[src/rtl/led_pkg.sv]
// Shared types and constants for the multiplexed 7-segment display blocks.
// Segment bit order is {dp,g,f,e,d,c,b,a}.
package led_pkg;

  localparam int NUM_DIGITS = 8;

  typedef logic [7:0] seg_t;
  typedef logic [2:0] digit_idx_t;

  typedef struct packed {
    logic [31:0] nibbles;
    logic [7:0]  dp;
    logic [7:0]  blank;
  } disp_buf_t;

  // Hex glyphs in g..a; bit 7 (dp) is supplied separately
  localparam seg_t SEG_LUT [0:15] = '{
    8'h3F, 8'h06, 8'h5B, 8'h4F, 8'h66, 8'h6D, 8'h7D, 8'h07,
    8'h7F, 8'h6F, 8'h77, 8'h7C, 8'h39, 8'h5E, 8'h79, 8'h71
  };

  localparam seg_t SEG_OFF = 8'h00;

endpackage

[src/rtl/led_scan_ctrl_if.sv]
// Host/display signal bundle for the LED scan controller.
// master = host side that loads data, slave = the scan controller.
interface led_scan_ctrl_if;
  import led_pkg::*;

  logic        en;
  logic        load;
  logic [31:0] data_in;
  logic [7:0]  dp_in;
  logic [7:0]  blank_in;
  digit_idx_t  cs_pointer;
  seg_t        seg;
  logic        frame_done;

  modport master (
    output en, load, data_in, dp_in, blank_in,
    input  cs_pointer, seg, frame_done
  );

  modport slave (
    input  en, load, data_in, dp_in, blank_in,
    output cs_pointer, seg, frame_done
  );

endinterface

[src/rtl/led_hex7seg.sv]
// Combinational hex nibble + decimal point to active-high segment pattern.
module led_hex7seg
  import led_pkg::*;
(
  input  logic [3:0] nibble,
  input  logic       dp,
  output seg_t       seg
);

  seg_t glyph;

  assign glyph = SEG_LUT[nibble];
  assign seg   = {dp, glyph[6:0]};

endmodule

[src/rtl/led_scan_ctrl.sv]
// 8-digit 7-segment scan controller: digit pointer, anti-ghost guard window
// and frame-synchronous double buffering of the displayed data.
module led_scan_ctrl
  import led_pkg::*;
#(
  parameter int SCAN_DIV       = 50000,
  parameter int GUARD          = 500,
  parameter bit SEG_ACTIVE_LOW = 1'b0
) (
  input  logic           clk,
  input  logic           rst_n,
  led_scan_ctrl_if.slave bus
);

  localparam int PW = (SCAN_DIV > 1) ? $clog2(SCAN_DIV) : 1;
  localparam logic [PW-1:0] PRESCALE_LAST = PW'(SCAN_DIV - 1);

  logic [PW-1:0] prescaler_reg, prescaler_next;
  digit_idx_t    ptr_reg, ptr_next;
  logic          frame_done_reg, frame_done_next;
  disp_buf_t     active_reg, active_next;
  disp_buf_t     pending_reg, pending_next;
  logic          pending_valid_reg, pending_valid_next;

  logic      tick;
  logic      wrap;
  disp_buf_t in_buf;

  assign in_buf = '{nibbles: bus.data_in, dp: bus.dp_in, blank: bus.blank_in};
  assign tick   = bus.en && (prescaler_reg == PRESCALE_LAST);
  assign wrap   = tick && (ptr_reg == digit_idx_t'(NUM_DIGITS - 1));

  always_comb begin
    prescaler_next     = prescaler_reg;
    ptr_next           = ptr_reg;
    frame_done_next    = wrap;
    active_next        = active_reg;
    pending_next       = pending_reg;
    pending_valid_next = pending_valid_reg;

    if (bus.en) begin
      prescaler_next = tick ? '0 : prescaler_reg + PW'(1);
    end
    if (tick) begin
      ptr_next = ptr_reg + digit_idx_t'(1);
    end

    // A load landing on the wrap edge bypasses the pending buffer entirely
    if (bus.load && wrap) begin
      active_next        = in_buf;
      pending_valid_next = 1'b0;
    end else if (bus.load) begin
      pending_next       = in_buf;
      pending_valid_next = 1'b1;
    end else if (wrap && pending_valid_reg) begin
      active_next        = pending_reg;
      pending_valid_next = 1'b0;
    end
  end

  always_ff @(posedge clk or negedge rst_n) begin
    if (!rst_n) begin
      prescaler_reg     <= '0;
      ptr_reg           <= '0;
      frame_done_reg    <= 1'b0;
      active_reg        <= '0;
      pending_reg       <= '0;
      pending_valid_reg <= 1'b0;
    end else begin
      prescaler_reg     <= prescaler_next;
      ptr_reg           <= ptr_next;
      frame_done_reg    <= frame_done_next;
      active_reg        <= active_next;
      pending_reg       <= pending_next;
      pending_valid_reg <= pending_valid_next;
    end
  end

  logic [3:0] nib_arr [NUM_DIGITS];

  for (genvar gi = 0; gi < NUM_DIGITS; gi++) begin : g_nib
    assign nib_arr[gi] = active_reg.nibbles[4*gi +: 4];
  end

  seg_t dec_seg;

  led_hex7seg u_hex (
    .nibble (nib_arr[ptr_reg]),
    .dp     (active_reg.dp[ptr_reg]),
    .seg    (dec_seg)
  );

  logic in_guard;

  if (GUARD == 0) begin : g_no_guard
    assign in_guard = 1'b0;
  end else begin : g_guard
    localparam logic [PW-1:0] GUARD_V = PW'(GUARD);
    assign in_guard = (prescaler_reg < GUARD_V);
  end

  seg_t seg_raw;

  // rst_n gates the output so the display goes dark the instant reset asserts
  always_comb begin
    seg_raw = SEG_OFF;
    if (rst_n && bus.en && !in_guard && !active_reg.blank[ptr_reg]) begin
      seg_raw = dec_seg;
    end
  end

  assign bus.seg        = seg_raw ^ {8{SEG_ACTIVE_LOW}};
  assign bus.cs_pointer = ptr_reg;
  assign bus.frame_done = frame_done_reg;

endmodule

[src/flat_wrapper.sv]
// flat-port wrapper written by rule: the top's interface ports become plain ports
module led_scan_ctrl_flat import led_pkg::*;
#(
  parameter int SCAN_DIV       = 50000,
  parameter int GUARD          = 500,
  parameter bit SEG_ACTIVE_LOW = 1'b0
)
  (clk, rst_n, bus_en, bus_load, bus_data_in, bus_dp_in, bus_blank_in, bus_cs_pointer, bus_seg, bus_frame_done);
  led_scan_ctrl_if bus_i ();
  input  logic clk;
  input  logic rst_n;
  input wire logic [$bits(bus_i.en)-1:0] bus_en;
  input wire logic [$bits(bus_i.load)-1:0] bus_load;
  input wire logic [$bits(bus_i.data_in)-1:0] bus_data_in;
  input wire logic [$bits(bus_i.dp_in)-1:0] bus_dp_in;
  input wire logic [$bits(bus_i.blank_in)-1:0] bus_blank_in;
  output wire logic [$bits(bus_i.cs_pointer)-1:0] bus_cs_pointer;
  output wire logic [$bits(bus_i.seg)-1:0] bus_seg;
  output wire logic [$bits(bus_i.frame_done)-1:0] bus_frame_done;
  assign bus_i.en = bus_en;
  assign bus_i.load = bus_load;
  assign bus_i.data_in = bus_data_in;
  assign bus_i.dp_in = bus_dp_in;
  assign bus_i.blank_in = bus_blank_in;
  assign bus_cs_pointer = bus_i.cs_pointer;
  assign bus_seg = bus_i.seg;
  assign bus_frame_done = bus_i.frame_done;
  led_scan_ctrl #(.SCAN_DIV(SCAN_DIV), .GUARD(GUARD), .SEG_ACTIVE_LOW(SEG_ACTIVE_LOW)) u_core (.clk(clk), .rst_n(rst_n), .bus(bus_i));
endmodule
[config.mk]
export PLATFORM = sky130hd
export DESIGN_NAME = led_scan_ctrl_flat
export DESIGN_NICKNAME = d
export VERILOG_FILES = /design/src/rtl/led_pkg.sv /design/src/rtl/led_scan_ctrl_if.sv /design/src/rtl/led_hex7seg.sv /design/src/rtl/led_scan_ctrl.sv /design/src/flat_wrapper.sv
export SDC_FILE = /design/constraint.sdc
export NUM_CORES = 1
export LEC_CHECK = 0
export ABC_AREA = 0
export CORE_MARGIN = 2
export CORE_UTILIZATION = 55
export CTS_CLUSTER_DIAMETER = 100
export DETAILED_ROUTE_END_ITERATION = 6
export PLACE_DENSITY_LB_ADDON = 0.2
export SLEW_MARGIN = 40
export SYNTH_ARGS = -nofsm -noshare
export SYNTH_HDL_FRONTEND = slang
export SYNTH_HIERARCHICAL = 1
export SYNTH_SLANG_ARGS = --single-unit
[constraint.sdc]
create_clock -name clk -period 4 [get_ports clk]
set_input_delay 0.8 -clock clk [delete_from_list [all_inputs] [get_ports clk]]
set_output_delay 0.8 -clock clk [all_outputs]
set_load 0.01 [all_outputs]
Yosys cells after proc, flatten, opt, wreduce, memory -nomap -nowiden
Memories as Yosys holds them, arrays and structs flattened.
Index checks and enable logic that the tools add are counted.
{"block": "op_classes", "n_addsub": 2, "n_lt_le_gt_ge": 4, "eq_ne": 3, "mux": 17, "bitwise_logic": 3, "reduce_logical": 13}
{"cell": "two-way mux 48 bit", "n": 3}
{"cell": "adder 16 x 1 -> 16 bit (second input constant)", "n": 1}
{"cell": "equality test 16 bit (second input constant)", "n": 1}
{"cell": "less-than comparator 16 x 9 -> 1 bit (second input constant)", "n": 1}
{"cell": "two-way mux 16 bit", "n": 1}
{"cell": "two-way mux 7 bit", "n": 2}
{"cell": "binary-select mux 4 bit (select 3 bit)", "n": 1}
{"cell": "two-way mux 4 bit", "n": 2}
{"cell": "two-way mux 8 bit", "n": 1}
{"cell": "logical AND 1 bit", "n": 7}
{"cell": "binary-select mux 1 bit (select 3 bit)", "n": 2}
{"cell": ">= comparator 5 bit (second input constant)", "n": 1}
{"cell": "two-way mux 1 bit", "n": 5}
{"cell": "inverter 4 -> 5 bit", "n": 1}
{"cell": ">= comparator 4 bit (second input constant)", "n": 1}
{"cell": "less-than comparator 3 x 4 -> 1 bit (second input constant)", "n": 1}
{"cell": "inverter 3 -> 4 bit", "n": 1}
{"cell": "AND reduction 2 bit", "n": 2}
{"cell": "adder 3 x 1 -> 3 bit (second input constant)", "n": 1}
{"cell": "equality test 3 bit (second input constant)", "n": 1}
{"cell": "nonzero test 3 bit", "n": 1}
{"cell": "zero test 1 bit", "n": 2}
{"cell": "!= test 2 x 1 -> 1 bit (second input constant)", "n": 1}
{"cell": "nonzero test 2 bit", "n": 1}
{"cell": "inverter 1 bit", "n": 1}
{"block": "totals", "register_bits": 117, "mem_bits_ro": 128, "inputBits": 52, "wordCells": 53, "memories": 1}
{"memory": "(name not given)", "depth": 16, "width": 8, "rd": 1, "rd_clocked_by_memory_dff": 0, "wr": 0, "line_no": "led_hex7seg.sv:12", "text": "assign glyph = SEG_LUT[nibble];"}

Depth between registers and ports, before layout
Gate-level depths: netlist of run 1.
{"block": "depth", "word_depth": 9, "depth_mapped": 8, "depth_no_buf": 7}

Modules after synthesis
Netlist of run 1, hierarchy kept.
{"mod": "led_scan_ctrl", "instances": 1, "cells_per_inst": 442, "area_each_um2": 5507.8, "seq_area_each_um2": 2927.8}
{"mod": "led_hex7seg", "instances": 1, "cells_per_inst": 34, "area_each_um2": 295.3, "seq_area_each_um2": 0.0}

Worst setup path before layout of run 1
No wires, ideal clock.
{"block": "synth_path", "kind": "reg-to-output", "from": "register u_core.ptr_reg[0] (netlist: u_core/bus.cs_pointer[0])", "to": "output port bus_seg[3]", "arrival_ns": 2.659, "t_required_ns": 3.200, "setup_slack_ns": 0.541, "stages_incl_launch_ff": 8, "n_path_buf": 1, "path_cell_list": "dfrtp_1 -> buf_2 -> mux4_2 -> mux2_2 -> inv_1 -> ha_1 -> mux4_1 -> and2_1"}
{"block": "synth_via", "elab_chain_cells": 9}
{"item": "start, declared", "line_no": "led_scan_ctrl.sv:19", "text": "digit_idx_t ptr_reg, ptr_next;"}
{"item": "start signal, assigned", "line_no": "led_scan_ctrl.sv:71", "text": "ptr_reg <= ptr_next;"}
{"item": "inverter 3 -> 4 bit (implied by the code)", "line_no": "led_scan_ctrl.sv:88", "text": ".nibble (nib_arr[ptr_reg]),"}
{"item": "binary-select mux 4 bit (select 3 bit)", "line_no": "led_scan_ctrl.sv:88"}
{"item": "two-way mux 4 bit (implied by the code) (2 in series)", "line_no": "led_scan_ctrl.sv:88"}
{"item": "inverter 4 -> 5 bit (implied by the code)", "line_no": "led_hex7seg.sv:12"}
{"item": "memory read (16 x 8 bit)"}
{"item": "two-way mux 7 bit (implied by the code) (2 in series)", "line_no": "led_hex7seg.sv:12"}
{"item": "via u_core.dec_seg[3]", "line_no": "led_scan_ctrl.sv:85", "text": "seg_t dec_seg;"}
{"item": "two-way mux 8 bit", "line_no": "led_scan_ctrl.sv:107", "text": "if (rst_n && bus.en && !in_guard && !active_reg.blank[ptr_reg]) begin"}
{"item": "end, declared", "line_no": "flat_wrapper.sv:18", "text": "output wire logic [$bits(bus_i.seg)-1:0] bus_seg;"}
The timed path passes the listed nets, and every way through them passes these cells. The select of a mux whose other input is x is not followed.

Worst setup path after layout of run 1
Ends and elaborated chain as after synthesis.

==> run_summary.xml, run 1 <==
<?xml version="1.0" encoding="UTF-8"?>
<metrics>
  <group name="status">
    <metric name="status" unit="">complete, no violations</metric>
  </group>
  <group name="final_layout">
    <metric name="layout-area-overhead-vs-synth" unit="%">24.67</metric>
    <metric name="fin_area" unit="um^2">7234</metric>
    <metric name="antenna_cells_inserted" unit="">0</metric>
    <metric name="layout_cells_sized_above_1" unit="%">20.15</metric>
    <metric name="final_net_count" unit="">601</metric>
    <metric name="layout.cells.most_common" unit="">sky130_fd_sc_hd__dfrtp_1</metric>
    <metric name="layoutNonFillerInstCount" unit="">687</metric>
    <metric name="fillerInstances" unit="">747</metric>
    <metric name="most-common-layout-cells" unit="">116 x sky130_fd_sc_hd__dfrtp_1, 95 x sky130_fd_sc_hd__o21ai_0, 56 x sky130_fd_sc_hd__clkdlybuf4s50_1</metric>
  </group>
  <group name="min_path">
    <metric name="holdCritPathClass" unit="">input port to asynchronous set/reset pin</metric>
  </group>
  <group name="synth">
    <metric name="synth_edf_count" unit="">0</metric>
    <metric name="synthesis.nets" unit="">538</metric>
    <metric name="synth.yosys.seq_area_share" unit="%">50.45</metric>
    <metric name="syn_avg_cell_area" unit="um^2">12.19</metric>
    <metric name="ys_async_sr_fraction" unit="%">100.0</metric>
    <metric name="synth-main-ff-cell" unit="">sky130_fd_sc_hd__dfrtp_1</metric>
    <metric name="library_cells_used_by_synthesis" unit="">45</metric>
    <metric name="ys_warns" unit="">6</metric>
    <metric name="synthesized_instance_count" unit="">476</metric>
    <metric name="yosys_register_bits" unit="">117</metric>
    <metric name="netlist_area" unit="um^2">5803</metric>
  </group>
  <group name="die">
    <metric name="die_area" unit="um^2">11390</metric>
    <metric name="core_region_area" unit="um^2">10280</metric>
    <metric name="die_h" unit="um">106.7</metric>
    <metric name="rows" unit="">37</metric>
    <metric name="floorplan.initialDensity" unit="%">56.46</metric>
    <metric name="floorplan.die.width" unit="um">106.7</metric>
    <metric name="num_io_pins" unit="">64</metric>
  </group>
  <group name="flow_run">
    <metric name="drv_cap" unit="">0</metric>
  </group>
  <group name="routing">
    <metric name="detailroute.via_count" unit="">4005</metric>
    <metric name="antenna_violating_nets_post_route" unit="">0</metric>
    <metric name="first_iter_violations" unit="">220</metric>
    <metric name="avgRoutedWirePerCell" unit="um">18.18</metric>
    <metric name="viasPerCell" unit="">5.830</metric>
    <metric name="postRouteWirelength" unit="um">12490</metric>
    <metric name="drt_drc_violations_left" unit="">0</metric>
    <metric name="drt_first_pass_iters" unit="">4</metric>
  </group>
  <group name="sta">
    <metric name="hold_viol_final" unit="">0</metric>
    <metric name="timing_worst_slew_pin_value" unit="ns">0.6737</metric>
    <metric name="setup_total_negative_slack" unit="ns">0</metric>
    <metric name="worst_clock_skew_on_the_final_layout" unit="ns">0.01191</metric>
    <metric name="timing_max_transition_violations_final" unit="">0</metric>
    <metric name="final.min_clock_period" unit="ns">3.883</metric>
    <metric name="final_period_utilization" unit="%">97.06</metric>
    <metric name="grt_setup_unrepaired" unit="">false</metric>
    <metric name="slew_headroom" unit="%">55.09</metric>
    <metric name="setup-violations-final" unit="">0</metric>
    <metric name="max_freq" unit="MHz">257.6</metric>
  </group>
  <group name="worst_setup_path">
    <metric name="endpoint_kind" unit="">output port</metric>
    <metric name="crit_path_start_kind" unit="">flop</metric>
    <metric name="worst_ep_arrival_time" unit="ns">3.08</metric>
    <metric name="kind_of_critical_path" unit="">flop to output port</metric>
    <metric name="required" unit="ns">3.20</metric>
    <metric name="crit_fanout" unit="">7</metric>
  </group>
  <group name="clocking">
    <metric name="clockRootBuffer" unit="">sky130_fd_sc_hd__clkbuf_8</metric>
    <metric name="cts.clk_slew.worst_paths" unit="ns">0.06</metric>
    <metric name="worstSkewPairLatency" unit="ns">0.53</metric>
    <metric name="cts_hold_buffers" unit="">0</metric>
    <metric name="tritoncts" unit="">done</metric>
    <metric name="cts_htree_levels" unit="">4</metric>
    <metric name="longest_clk_path_bufs" unit="">2</metric>
    <metric name="tritoncts.num_buffers" unit="">17</metric>
    <metric name="clock_sinks" unit="">117</metric>
  </group>
  <group name="pwr">
    <metric name="power-per-cell-area" unit="nW/um^2">443.3</metric>
    <metric name="p_leak" unit="nW">3.196</metric>
    <metric name="peakVddDrop" unit="V">0.0002852</metric>
  </group>
  <group name="global_route">
    <metric name="grt_pass1_vias" unit="">4038</metric>
    <metric name="grt_overflow_total" unit="">0</metric>
    <metric name="grt_start_max_net_pins" unit="">76</metric>
    <metric name="track_usage" unit="%">23.97</metric>
    <metric name="antenna_found_initial" unit="">0</metric>
    <metric name="grt_first_pass_wirelength" unit="um">20730</metric>
  </group>
  <group name="placement">
    <metric name="portBuffers" unit="">63</metric>
    <metric name="standard_cell_area_after_detailed_placement" unit="um^2">6540</metric>
    <metric name="dpl.hpwl" unit="um">7961</metric>
    <metric name="gp_congestion" unit="">0.8174</metric>
    <metric name="dpl.cell_count" unit="">654</metric>
  </group>
</metrics>
cells in the mapped netlist, types with 2 or more instances:
library cell,count,area share (%)
sky130_fd_sc_hd__xor2_1,3,0.45
sky130_fd_sc_hd__xnor2_1,9,1.4
sky130_fd_sc_hd__nor2_1,5,0.32
sky130_fd_sc_hd__and4_1,2,0.30
sky130_fd_sc_hd__o21ai_0,96,8.3
sky130_fd_sc_hd__buf_6,2,0.39
sky130_fd_sc_hd__buf_2,4,0.34
sky130_fd_sc_hd__nand3b_1,3,0.39
sky130_fd_sc_hd__nand2b_1,2,0.22
sky130_fd_sc_hd__inv_1,9,0.58
sky130_fd_sc_hd__mux2_1,20,3.9
sky130_fd_sc_hd__and2_1,12,1.3
sky130_fd_sc_hd__buf_8,2,0.52
sky130_fd_sc_hd__mux2i_1,51,8.8
sky130_fd_sc_hd__nand3_1,6,0.52
sky130_fd_sc_hd__buf_4,3,0.39
sky130_fd_sc_hd__dfrtp_1,117,50
sky130_fd_sc_hd__o21ai_1,6,0.52
sky130_fd_sc_hd__clkbuf_1,23,1.5
sky130_fd_sc_hd__ha_1,10,2.2
sky130_fd_sc_hd__nand4_1,7,0.75
sky130_fd_sc_hd__mux4_2,12,4.7
sky130_fd_sc_hd__a21oi_1,3,0.26
sky130_fd_sc_hd__nor3_1,6,0.52
sky130_fd_sc_hd__nand2_1,6,0.39
sky130_fd_sc_hd__mux2_2,38,7.4
repair_timing:
action | CTS | global route
gates resized for setup | 12 | 6
buffers inserted | 0 | 2
setup endpoints to repair | 8 | 6
metrics by stage:
stage          util (%)  hold slack, ns  power [mW]  setup slack [ns]
4_1_cts           70.09          0.3829       3.242          0.003245
3_3_place_gp      63.60          0.4724       1.603            0.3794
3_5_place_dp      63.64          0.4802       1.617            0.2716
6_report          70.39          0.3863       3.207            0.1174
2_1_floorplan         -          0.4609       1.490            0.5409
5_1_grt           70.39          0.4262       3.325          0.009942
metal layers:
layer / vias to the layer above / part of all wire, % / wire (um) / track usage (%)
li1: 1863 / - / - / -
met1: 2025 / 45 / 5580 / 31.84
met2: 100 / 49 / 6142 / 37.72
met3: 17 / 4.2 / 528 / 5.897
met4: 0 / 1.9 / 240 / 10.39
met5: - / 0 / 0 / 0
path summary, 6_finish.rpt:
path | start | end | slack (ns) | depth (start not counted)
max | u_core/bus.cs_pointer[0] | bus_seg[3] | 0.12 | 7
min | rst_n | u_core/pending_reg[36] | 0.39 | 2
max reg2reg | u_core/prescaler_reg[0] | u_core/pending_reg[26] | 1.52 | 6
min reg2reg | u_core/pending_reg[35] | u_core/pending_reg[35] | 0.49 | 1
max in group asynchronous | rst_n | u_core/bus.cs_pointer[0] | 2.52 | 3
min in group clk | u_core/pending_reg[35] | u_core/pending_reg[35] | 0.49 | 1
final cells by class:
type,instances,area [um^2],area share (%)
flip-flops and latches,117,2929,40.49
multi-input cells,316,2703,37.36
repair buffers,78,764.5,10.57
clock buffers,24,490.5,6.780
well taps,136,170.2,2.352
clock inverters,7,141.4,1.954
inverters,9,36.28,0.5016
where the power goes:
part	total [mW]	internal [mW]	switching [mW]
sequential	1.33	1.26	0.0656
clock	1.61	1.09	0.518
combinational	0.272	0.154	0.118
total	3.21	2.51	0.701
logic make-up after synthesis:
kind of cell | synth area share [%]
buffers and inverters | 3.708
AOI/OAI and AO/OA | 9.961
adders and majority gates | 2.156
DFF | 50.45
muxes | 25.16
xor gates and xnor gates | 1.811
and+or+nand+nor | 6.749
worst max-delay path: stages, from the launching register on:
cell	delay (ns)
sky130_fd_sc_hd__dfrtp_2	0.47
sky130_fd_sc_hd__mux4_2	0.53
sky130_fd_sc_hd__mux2_4	0.33
sky130_fd_sc_hd__inv_4	0.09
sky130_fd_sc_hd__ha_1	0.24
sky130_fd_sc_hd__mux4_1	0.48
sky130_fd_sc_hd__and2_1	0.14
sky130_fd_sc_hd__dlygate4sd2_1	0.27
Note: power is estimated with default switching activity, not from simulation.
==> inputs of run 2 (changes only) <==
--- a/config.mk
+++ b/config.mk
@@ -6,6 +6,7 @@
 export NUM_CORES = 1
 export LEC_CHECK = 0
 export ABC_AREA = 0
+export CORE_ASPECT_RATIO = 0.6
 export CORE_MARGIN = 2
 export CORE_UTILIZATION = 55
 export CTS_CLUSTER_DIAMETER = 100
==> run_summary.xml, run 2 (same netlist as run 1, synthesis figures left out) <==
<?xml version="1.0" encoding="UTF-8"?>
<metrics>
  <group name="status">
    <metric name="status" unit="">complete, no violations</metric>
  </group>
  <group name="placement">
    <metric name="gp_congestion" unit="">0.8522</metric>
    <metric name="standard_cell_area_after_detailed_placement" unit="um^2">6528</metric>
    <metric name="portBuffers" unit="">63</metric>
    <metric name="dpl.hpwl" unit="um">8445</metric>
  </group>
  <group name="die">
    <metric name="floorplan.die.width" unit="um">136.6</metric>
    <metric name="core_region_area" unit="um^2">10050</metric>
    <metric name="floorplan.initialDensity" unit="%">57.72</metric>
    <metric name="die_area" unit="um^2">11420</metric>
    <metric name="die_h" unit="um">83.57</metric>
    <metric name="num_io_pins" unit="">64</metric>
    <metric name="rows" unit="">28</metric>
  </group>
  <group name="worst_setup_path">
    <metric name="reg2regPathDepth" unit="">6</metric>
    <metric name="crit_path_start_kind" unit="">flop</metric>
    <metric name="endpoint_kind" unit="">output port</metric>
    <metric name="kind_of_critical_path" unit="">flop to output port</metric>
    <metric name="timing.rr.start" unit="">u_core/prescaler_reg[0]</metric>
    <metric name="crit_fanout" unit="">14</metric>
    <metric name="worst_path_max_delay_cell" unit="">sky130_fd_sc_hd__clkdlybuf4s50_1</metric>
    <metric name="critical_path.cell_chain" unit="">buf_4 &gt; mux4_2 &gt; mux2_4 &gt; mux2_2 &gt; a21oi_1 &gt; and2_1 &gt; clkdlybuf4s50_1</metric>
    <metric name="timing.critical_path.slowest_cell_delay" unit="ns">0.53</metric>
    <metric name="regToRegEndpoint" unit="">u_core/pending_reg[15]</metric>
    <metric name="startpoint" unit="">u_core/bus.cs_pointer[0]</metric>
    <metric name="regToRegSetupSlack" unit="ns">1.52</metric>
    <metric name="required" unit="ns">3.20</metric>
    <metric name="worst_ep_arrival_time" unit="ns">3.03</metric>
  </group>
  <group name="routing">
    <metric name="drt_first_pass_iters" unit="">5</metric>
    <metric name="viasPerCell" unit="">5.854</metric>
    <metric name="drt_drc_violations_left" unit="">0</metric>
    <metric name="antenna_violating_nets_post_route" unit="">0</metric>
    <metric name="detailroute.via_count" unit="">4010</metric>
    <metric name="postRouteWirelength" unit="um">12580</metric>
    <metric name="avgRoutedWirePerCell" unit="um">18.36</metric>
    <metric name="first_iter_violations" unit="">304</metric>
  </group>
  <group name="final_layout">
    <metric name="layout-area-overhead-vs-synth" unit="%">23.16</metric>
    <metric name="most-common-layout-cells" unit="">116 x sky130_fd_sc_hd__dfrtp_1, 95 x sky130_fd_sc_hd__o21ai_0, 60 x sky130_fd_sc_hd__clkdlybuf4s50_1</metric>
    <metric name="fin_area" unit="um^2">7147</metric>
    <metric name="final_net_count" unit="">599</metric>
    <metric name="layout_cells_sized_above_1" unit="%">20.00</metric>
    <metric name="antenna_cells_inserted" unit="">0</metric>
    <metric name="layout.cells.most_common" unit="">sky130_fd_sc_hd__dfrtp_1</metric>
  </group>
  <group name="global_route">
    <metric name="grt_overflow_total" unit="">0</metric>
    <metric name="antenna_found_initial" unit="">0</metric>
    <metric name="grt_pass1_vias" unit="">4140</metric>
    <metric name="track_usage" unit="%">24.17</metric>
    <metric name="grt_first_pass_wirelength" unit="um">21130</metric>
    <metric name="grt_start_max_net_pins" unit="">65</metric>
  </group>
  <group name="clocking">
    <metric name="cts_hold_buffers" unit="">0</metric>
    <metric name="tritoncts" unit="">done</metric>
    <metric name="cts_htree_levels" unit="">4</metric>
    <metric name="clockRootBuffer" unit="">sky130_fd_sc_hd__clkbuf_16</metric>
    <metric name="cts.clk_slew.worst_paths" unit="ns">0.05</metric>
    <metric name="longest_clk_path_bufs" unit="">2</metric>
    <metric name="tritoncts.num_buffers" unit="">17</metric>
    <metric name="clock_sinks" unit="">117</metric>
    <metric name="worstSkewPairLatency" unit="ns">0.41</metric>
  </group>
  <group name="sta">
    <metric name="timing_worst_slew_pin_value" unit="ns">0.6840</metric>
    <metric name="final.min_clock_period" unit="ns">3.835</metric>
    <metric name="max_freq" unit="MHz">260.8</metric>
    <metric name="worst_clock_skew_on_the_final_layout" unit="ns">0.007801</metric>
    <metric name="timing_max_transition_violations_final" unit="">0</metric>
    <metric name="final_period_utilization" unit="%">95.87</metric>
    <metric name="slew_headroom" unit="%">54.40</metric>
    <metric name="setup_total_negative_slack" unit="ns">0</metric>
    <metric name="grt_setup_unrepaired" unit="">false</metric>
    <metric name="hold_viol_final" unit="">0</metric>
    <metric name="setup-violations-final" unit="">0</metric>
  </group>
  <group name="pwr">
    <metric name="p_comb_share" unit="%">9.0</metric>
    <metric name="clkPwrFrac" unit="%">47.5</metric>
    <metric name="switching_power_share_of_the_total" unit="%">23.90</metric>
    <metric name="p_leak" unit="nW">3.092</metric>
    <metric name="peakVddDrop" unit="V">0.0003483</metric>
    <metric name="power-per-cell-area" unit="nW/um^2">428.5</metric>
    <metric name="power.net_switching" unit="uW">732.0</metric>
    <metric name="power.internal" unit="mW">2.330</metric>
    <metric name="seqPwrFrac" unit="%">43.4</metric>
  </group>
  <group name="min_path">
    <metric name="hold_start" unit="">u_core/pending_reg[43]</metric>
    <metric name="worst_hold_path.num_cells" unit="">1</metric>
    <metric name="holdCritPathClass" unit="">flop to flop</metric>
    <metric name="worstHoldEndpoint" unit="">u_core/pending_reg[43]</metric>
  </group>
  <group name="flow_run">
    <metric name="drv_cap" unit="">0</metric>
  </group>
</metrics>
-- run 2: cell types whose count changed in the layout (fill, tap and decap cells not counted), sizes merged --
cell and delta:
inv -1, clkdlybuf4s50 +4, clkbuf -3, bufinv -3, clkinv +5, clkinvlp +3
buf -2, dlymetal6s2s -4
-- run 2: power groups by stage --
| stage | Sequential (mW) | Clock (mW) | Combinational [mW] |
|---|---|---|---|
| 5_1_grt | 1.34 | 1.54 | 0.305 |
| 4_1_cts | 1.33 | 1.48 | 0.281 |
| 3_3_place_gp | 1.34 | 0 | 0.269 |
| 2_1_floorplan | 1.33 | 0 | 0.162 |
| 6_report | 1.33 | 1.46 | 0.276 |
| 3_5_place_dp | 1.35 | 0 | 0.279 |
-- run 2: layout make-up --
type                       instances  area [um^2]
inverter                           9        33.78
sequential                       117         2929
timing repair buffer              76        735.7
tap                              135        168.9
fill                             688         2908
multi-input combinational        316         2698
clock buffer                      21        480.5
clock inverter                    11        101.3
-- run 2: worst max path at each step --
stage / to / slack, ns
detailed placement: bus_seg[3] / 0.20
global route: bus_seg[7] / 0.03
finish: bus_seg[5] / 0.17
floorplan: bus_seg[3] / 0.54
CTS: bus_seg[5] / 0.11
global placement: bus_seg[3] / 0.35
-- run 2: layer usage --
layer	vias up	share of wire, %	global-route usage (%)
met1	2018	47	34.95
met4	0	1.8	9.659
li1	1861	-	-
met5	-	0	0
met2	112	46	35.55
met3	19	5.5	5.222
-- run 2: repair_timing --
action                     CTS  global route
resized for setup            8             2
buffers inserted             1             0
setup endpoints to repair    4             1
-- run 2: critical path, delay by kind of cell, from the launching register on --
kind	cells	cell delay [ns]
DFF	1	0.46
AOI/OAI and AO/OA	1	0.13
and+or+nand+nor	1	0.14
muxes	3	1.18
buffers and inverters	2	0.72
-- run 2: stage by stage --
stage | total power, mW | std cells | setup slack (ns) | hold slack, ns | utilization, %
4_1_cts | 3.088 | 685 | 0.1133 | 0.4930 | 70.98
3_5_place_dp | 1.626 | 652 | 0.2044 | 0.4802 | 64.92
2_1_floorplan | 1.490 | 476 | 0.5409 | 0.4609 | -
6_report | 3.062 | 685 | 0.1654 | 0.4877 | 71.08
5_1_grt | 3.185 | 685 | 0.02506 | 0.5051 | 71.08
3_3_place_gp | 1.607 | 652 | 0.3495 | 0.4724 | 64.92
